File: src/rtl/sa_adc_pkg.sv
// sa_adc_pkg: shared FSM encoding and default timing for the SAR ADC sequencer.
package sa_adc_pkg;
    typedef enum logic [2:0] {IDLE, SAMPLE, SHIFT, LATCH, SETTLE, DECIDE, DONE} state_t;
    localparam int DEF_SAMPLE_CYCLES = 32;
    localparam int DEF_SETTLE_CYCLES = 16;
    localparam int DEF_SCLK_HALF = 2;
    localparam int TMR_W = 16;
endpackage

File: src/rtl/sa_adc_if.sv
// sa_adc_if: analog front-end signals between the SAR sequencer and the DAC/comparator side.
interface sa_adc_if;
    logic sh;
    logic ser;
    logic sclk;
    logic lclk;
    logic comp;
    logic [13:0] data;
    logic rdy;
    modport master (output sh, ser, sclk, lclk, data, rdy, input comp);
    modport slave (input sh, ser, sclk, lclk, data, rdy, output comp);
endinterface

File: src/rtl/pll.sv
// pll: iCE40 core clock source, 12 MHz reference to 36 MHz (DIVR=0, DIVF=47, DIVQ=4).
// The SB_PLL40_CORE is bound here by the iCE40 flow; elsewhere the reference passes straight through.
module pll (
    input  logic clock_in,
    output logic clock_out
);
    assign clock_out = clock_in;
endmodule

File: src/rtl/sa_adc_ctrl.sv
// sa_adc_ctrl: 14-bit successive-approximation sequencer feeding a serial 16-bit DAC.
module sa_adc_ctrl
    import sa_adc_pkg::*;
#(
    parameter int SAMPLE_CYCLES = DEF_SAMPLE_CYCLES,
    parameter int SETTLE_CYCLES = DEF_SETTLE_CYCLES,
    parameter int SCLK_HALF = DEF_SCLK_HALF
) (
    input logic clk,
    input logic rst_n,
    sa_adc_if.master bus
);
    state_t state, state_d;
    logic [TMR_W-1:0] tmr, tmr_d;
    logic [3:0] idx, idx_d, cnt, cnt_d;
    logic [13:0] trial, trial_d, data, data_d, decided, nxt;
    logic [15:0] word, word_d;
    logic sh, sh_d, sclk, sclk_d, lclk, lclk_d, rdy, rdy_d;
    logic [1:0] comp_q;
    always_comb begin
        state_d = state;
        tmr_d = tmr + 1'b1;
        idx_d = idx;
        cnt_d = cnt;
        trial_d = trial;
        data_d = data;
        word_d = word;
        sh_d = sh;
        sclk_d = sclk;
        lclk_d = lclk;
        rdy_d = 1'b0;
        decided = trial;
        decided[idx] = comp_q[1];
        nxt = decided | (14'(1) << (idx - 4'd1));
        case (state)
            IDLE: begin
                state_d = SAMPLE;
                tmr_d = '0;
                sh_d = 1'b1;
                trial_d = '0;
            end
            SAMPLE: if (tmr == TMR_W'(SAMPLE_CYCLES - 1)) begin
                state_d = SHIFT;
                tmr_d = '0;
                sh_d = 1'b0;
                idx_d = 4'd13;
                cnt_d = '0;
                trial_d = 14'h2000;
                word_d = {2'b00, 14'h2000};
            end
            SHIFT: begin
                if (tmr == TMR_W'(SCLK_HALF - 1)) sclk_d = 1'b1;
                // bit boundary: SClk falls and the next bit is presented on the same edge
                if (tmr == TMR_W'(2 * SCLK_HALF - 1)) begin
                    tmr_d = '0;
                    sclk_d = 1'b0;
                    state_d = cnt == 4'd15 ? LATCH : SHIFT;
                    lclk_d = cnt == 4'd15;
                    cnt_d = cnt == 4'd15 ? cnt : cnt + 4'd1;
                    word_d = cnt == 4'd15 ? word : word >> 1;
                end
            end
            LATCH: if (tmr == TMR_W'(SCLK_HALF - 1)) begin
                state_d = SETTLE;
                tmr_d = '0;
                lclk_d = 1'b0;
            end
            SETTLE: if (tmr == TMR_W'(SETTLE_CYCLES - 1)) begin
                state_d = DECIDE;
                tmr_d = '0;
            end
            DECIDE: begin
                tmr_d = '0;
                cnt_d = '0;
                state_d = idx == 4'd0 ? DONE : SHIFT;
                idx_d = idx == 4'd0 ? idx : idx - 4'd1;
                trial_d = idx == 4'd0 ? decided : nxt;
                word_d = {2'b00, nxt};
            end
            DONE: begin
                state_d = SAMPLE;
                tmr_d = '0;
                sh_d = 1'b1;
                data_d = trial;
                rdy_d = 1'b1;
                trial_d = '0;
            end
            default: state_d = IDLE;
        endcase
    end
    always_ff @(posedge clk or negedge rst_n) begin
        if (!rst_n) begin
            state <= IDLE;
            tmr <= '0;
            idx <= '0;
            cnt <= '0;
            trial <= '0;
            data <= '0;
            word <= '0;
            sh <= 1'b1;
            sclk <= 1'b0;
            lclk <= 1'b0;
            rdy <= 1'b0;
            comp_q <= '0;
        end else begin
            state <= state_d;
            tmr <= tmr_d;
            idx <= idx_d;
            cnt <= cnt_d;
            trial <= trial_d;
            data <= data_d;
            word <= word_d;
            sh <= sh_d;
            sclk <= sclk_d;
            lclk <= lclk_d;
            rdy <= rdy_d;
            comp_q <= {comp_q[0], bus.comp};
        end
    end
    assign bus.sh = sh;
    assign bus.ser = word[0];
    assign bus.sclk = sclk;
    assign bus.lclk = lclk;
    assign bus.data = data;
    assign bus.rdy = rdy;
endmodule

File: src/rtl/main.sv
// main: continuous 14-bit SAR ADC controller on the PLL clock.
module main
    import sa_adc_pkg::*;
#(
    parameter int SAMPLE_CYCLES = DEF_SAMPLE_CYCLES,
    parameter int SETTLE_CYCLES = DEF_SETTLE_CYCLES,
    parameter int SCLK_HALF = DEF_SCLK_HALF
) (
    input  logic        pin_clk_i,
    input  logic        reset_ni,
    output logic        SA_ADC_SH_o,
    output logic        SA_ADC_Ser_o,
    output logic        SA_ADC_SClk_o,
    output logic        SA_ADC_LClk_o,
    input  logic        SA_ADC_Comp_i,
    output logic [13:0] SA_ADC_data_o,
    output logic        SA_ADC_data_rdy_o
);
    logic clk;
    logic [1:0] rst_sync;
    sa_adc_if adc ();
    pll pll_36mh (.clock_in(pin_clk_i), .clock_out(clk));
    // asserts immediately, releases two core clocks later
    always_ff @(posedge clk or negedge reset_ni) begin
        if (!reset_ni) rst_sync <= '0;
        else rst_sync <= {rst_sync[0], 1'b1};
    end
    sa_adc_ctrl #(
        .SAMPLE_CYCLES(SAMPLE_CYCLES),
        .SETTLE_CYCLES(SETTLE_CYCLES),
        .SCLK_HALF(SCLK_HALF)
    ) u_ctrl (
        .clk(clk),
        .rst_n(rst_sync[1]),
        .bus(adc.master)
    );
    assign adc.comp = SA_ADC_Comp_i;
    assign SA_ADC_SH_o = adc.sh;
    assign SA_ADC_Ser_o = adc.ser;
    assign SA_ADC_SClk_o = adc.sclk;
    assign SA_ADC_LClk_o = adc.lclk;
    assign SA_ADC_data_o = adc.data;
    assign SA_ADC_data_rdy_o = adc.rdy;
endmodule

File: config.mk
export PLATFORM = sky130hd
export DESIGN_NAME = main
export DESIGN_NICKNAME = d
export VERILOG_FILES = /design/src/rtl/sa_adc_pkg.sv /design/src/rtl/sa_adc_if.sv /design/src/rtl/pll.sv /design/src/rtl/sa_adc_ctrl.sv /design/src/rtl/main.sv
export SDC_FILE = /design/constraint.sdc
export NUM_CORES = 1
export LEC_CHECK = 0
export CELL_PAD_IN_SITES_DETAIL_PLACEMENT = 0
export CELL_PAD_IN_SITES_GLOBAL_PLACEMENT = 1
export CORE_MARGIN = 2
export CORE_UTILIZATION = 50
export DETAILED_ROUTE_END_ITERATION = 8
export PLACE_DENSITY_LB_ADDON = 0.1
export SLEW_MARGIN = 20
export SYNTH_ARGS = -nofsm -noshare
export SYNTH_HDL_FRONTEND = slang
export SYNTH_SLANG_ARGS = --single-unit
File: constraint.sdc
create_clock -name pin_clk_i -period 7.3 [get_ports pin_clk_i]
set_input_delay 1.46 -clock pin_clk_i [delete_from_list [all_inputs] [get_ports pin_clk_i]]
set_output_delay 1.46 -clock pin_clk_i [all_outputs]
set_load 0.02 [all_outputs]
==> results summary <==
After clock tree synthesis, the repair step resized 0 gates. The total DRC errors in the routed layout is 0. The final clock skew is 0.0113 ns. The fraction of final layout cells sized beyond drive strength 1 came out at 0.0793. Once detailed placement completed, the half-perimeter wirelength came to 6170 um. The flow ran to the end, and the final reports show no timing, DRC or antenna violations. The tightest min-delay check is of the reg -> reg type. The gate count after technology mapping is 437.

Traced cell by cell, the critical path runs through clkdlybuf4s50_1. In this run the number of cells on the critical path is 1. After clock tree synthesis, the flow added hold-fix buffers numbering 0. The top cell types in the final layout, fill and taps aside, are 76 x sky130_fd_sc_hd__nand2_1, 75 x sky130_fd_sc_hd__dfrtp_1, 51 x sky130_fd_sc_hd__nor2_1, 21 x sky130_fd_sc_hd__a21oi_1, 21 x sky130_fd_sc_hd__clkdlybuf4s50_1. The area growth from synthesis to layout is 10.5%. 0 antenna diodes ended up in the layout. The data arrival time of the worst path is 1.48 ns. The peak fanout along the critical path came out at 2.

The root buffer cell is sky130_fd_sc_hd__clkbuf_8. The instance count after placement with tap cells included came out at 540. The final global-route overflow total came out at 0. Setup violations remaining at the end of the flow were counted as 0.

The maximum clock rate came out at 340 MHz. The smallest clock period supported by the final layout is computed as 2.94 ns. Yosys mapped a number of flops with a built-in enable equal to 0. The via density per instance is 5.69.

The first detailed-routing pass took 4 iterations. The global-route wire length before repair is 15800 um. TritonCTS built the clock tree. The number of global-route vias before repair is 3179. The setup path with the least slack is of type reg -> out. The die is 94.1 um tall. The post-route cell area came out at 0.00449 mm^2.

The clock-pin transition on the worst setup and hold timing paths came out at 0.09 ns. The initial antenna violation count came out at 0. The total via count after detailed routing came out at 3164. The full die area came out at 0.00886 mm^2. The number of unique standard cell types used by synthesis is 56. The final-report max-slew violation count is 0. The number of warnings printed during yosys synthesis is 0.

Buffers inserted during clock tree synthesis total 9. Each instance of the synthesized netlist takes up on average 9.30 um^2. Counting both buffers and inverters, the worst setup path holds a total of 1. The cell area after placement is 0.00431 mm^2. sky130_fd_sc_hd__dfrtp_1 takes more of the synthesized area than any other cell. The count of port buffers added during placement is 21.

The static leakage power is 2.11 nW. The worst-case clock buffer depth is 2. Setup repair after global routing left no endpoint under its margin. Summing every instance area after synthesis gives 0.00406 mm^2. The slowest stage cell on the critical path is sky130_fd_sc_hd__clkdlybuf4s50_1.

The overall track demand over capacity in global routing is 0.227. From left edge to right edge, the die measures 94.1 um. The floorplan core area is 0.00781 mm^2. The initial detailed-routing violation count is 125. STA classifies the critical path endpoint as a primary output. In this run the count of I/O pins placed on the die edge is 22. After synthesis, the cell types taking the most area are sky130_fd_sc_hd__dfrtp_1 47%, sky130_fd_sc_hd__nand2_1 7.0%, sky130_fd_sc_hd__nor2_1 4.7%. The clock sink count is 77. The highest ir drop seen on vdd is 0.0977 mV. The startpoint class of the critical path is a flop.

Of the synthesized area, sequential elements account for 0.475. The initial utilization of the core area, before any placement, comes to 0.520. The register bit total from synthesis is 77.

The largest net degree at the start of global routing is 76. Max-cap violations in this run came to 0. Dividing the final minimum period by the clock period gives 0.402. The cell depth of the worst hold path came out at 0.

The power per cell area is 166 mW/mm^2. The transition at the pin with the smallest max-transition slack is 0.934 ns. At the worst endpoint, the required time is 5.84 ns. Of all flip-flops after synthesis, the portion carrying an async set or reset was 1.00.

The total wirelength of the detailed-routed design is 9010 um. Excluding fillers, the count of instances in the completed layout stands at 556. Counting cells, the worst reg-to-reg path comes to 5. The accumulated negative setup slack came out at 0 ns.

Among all flip-flop cells after synthesis, the most frequent one is sky130_fd_sc_hd__dfrtp_1. The placement row count came out at 32. The final net count is 463. The largest stage delay on the critical path came out at 0.59 ns. The per-cell routed wire length is 16.2 um. The post-synth net total is 451.

The final hold violation count is 0. The H-tree depth reported by CTS came out at 3. The worst-case headroom to the max-slew limit came out at 0.377. The source-to-sink clock delay at the later pin of the worst-skew pair came out at 0.36 ns. Broken down by cell family, the worst path's largest delay share belongs to buffers and inverters.

The number of nets still failing antenna checks after routing came out at 0. The post-CTS setup-driven buffer insertion count is 0. The portion of synthesized cell area occupied by the leading cell type came out at 0.468. The last weighted congestion value of the routability-driven placer is 0.826.

The library cell used most frequently in the layout, excluding fill and tap cells, is sky130_fd_sc_hd__nand2_1.
[path summary, 6_finish.rpt]
check,startpoint,end,slack (ns)
max,u_ctrl.bus.sh,SA_ADC_SH_o,4.36
min reg2reg,u_ctrl.comp_q[0],u_ctrl.comp_q[1],0.36
max reg2reg,u_ctrl.tmr[7],u_ctrl.word[5],4.68
max in group asynchronous,reset_ni,rst_sync[1],5.91
min in group asynchronous,rst_sync[1],u_ctrl.tmr[15],0.49
min,u_ctrl.comp_q[0],u_ctrl.comp_q[1],0.36
[cell usage after synthesis (all sizes together), types with 4 or more instances]
cell,instances
nor2b,7
dfrtp,76
nand3b,4
a21o,10
clkbuf,16
o32a,10
nand2b,6
and4,4
mux2i,11
nor3,12
a32oi,4
xor2,8
and3,4
inv,12
buf,6
nand3,9
nor2,51
nand2,76
a21oi,22
xnor2,5
a31oi,4
ha,11
o21ai,20
nor4,5
[stage by stage]
step | util | hold WS (ns) | setup slack (ns) | power (W)
global route | 0.575 | 0.380 | 4.32 | 0.000776
detailed placement | 0.552 | 0.338 | 4.60 | 0.000448
floorplan | - | 0.331 | 5.00 | 0.000443
CTS | 0.575 | 0.359 | 4.35 | 0.000754
finish | 0.575 | 0.355 | 4.36 | 0.000745
global placement | 0.552 | 0.334 | 4.73 | 0.000447
[power breakdown]
group          switching (W)    total, W  internal, W
Combinational     0.00000805  0.00000956   0.00000151
Clock               0.000178    0.000307     0.000128
Sequential        0.00000155    0.000429     0.000427
[state kept, by name, summed over array words and instances (netlist names)]
register and cells:
u_ctrl.idx 4, u_ctrl.bus.sh 1, u_ctrl.comp_q 2, u_ctrl.bus.data 14, u_ctrl.tmr 16, u_ctrl.trial 14, u_ctrl.bus.lclk 1, u_ctrl.cnt 4
u_ctrl.state 3, rst_sync 2, u_ctrl.word 14, u_ctrl.bus.rdy 1, u_ctrl.bus.sclk 1
[cell type report]
cell class / count / area (um^2)
inverter: 12 / 45.0
clock buffer: 9 / 124
timing repair buffer: 23 / 225
tap: 102 / 128
fill: 722 / 3320
clock inverter: 7 / 57.6
multi-input combinational: 326 / 1980
sequential: 77 / 1930
[cell families after synthesis]
logic type	Yosys count	synth area share
and+or+nand+nor	192	0.227
DFF	77	0.475
other	1	0.000923
adders and majority gates	11	0.0339
AOI/OAI and AO/OA	97	0.168
muxes	12	0.0299
buffers and inverters	34	0.0382
xor gates and xnor gates	13	0.0280
[routing by layer]
metal,global-route usage,share of wire
met1,0.305,0.46
met2,0.379,0.50
met3,0.0321,0.028
met4,0.0773,0.012
met5,0,0
Power figures use the tool's default switching activity.
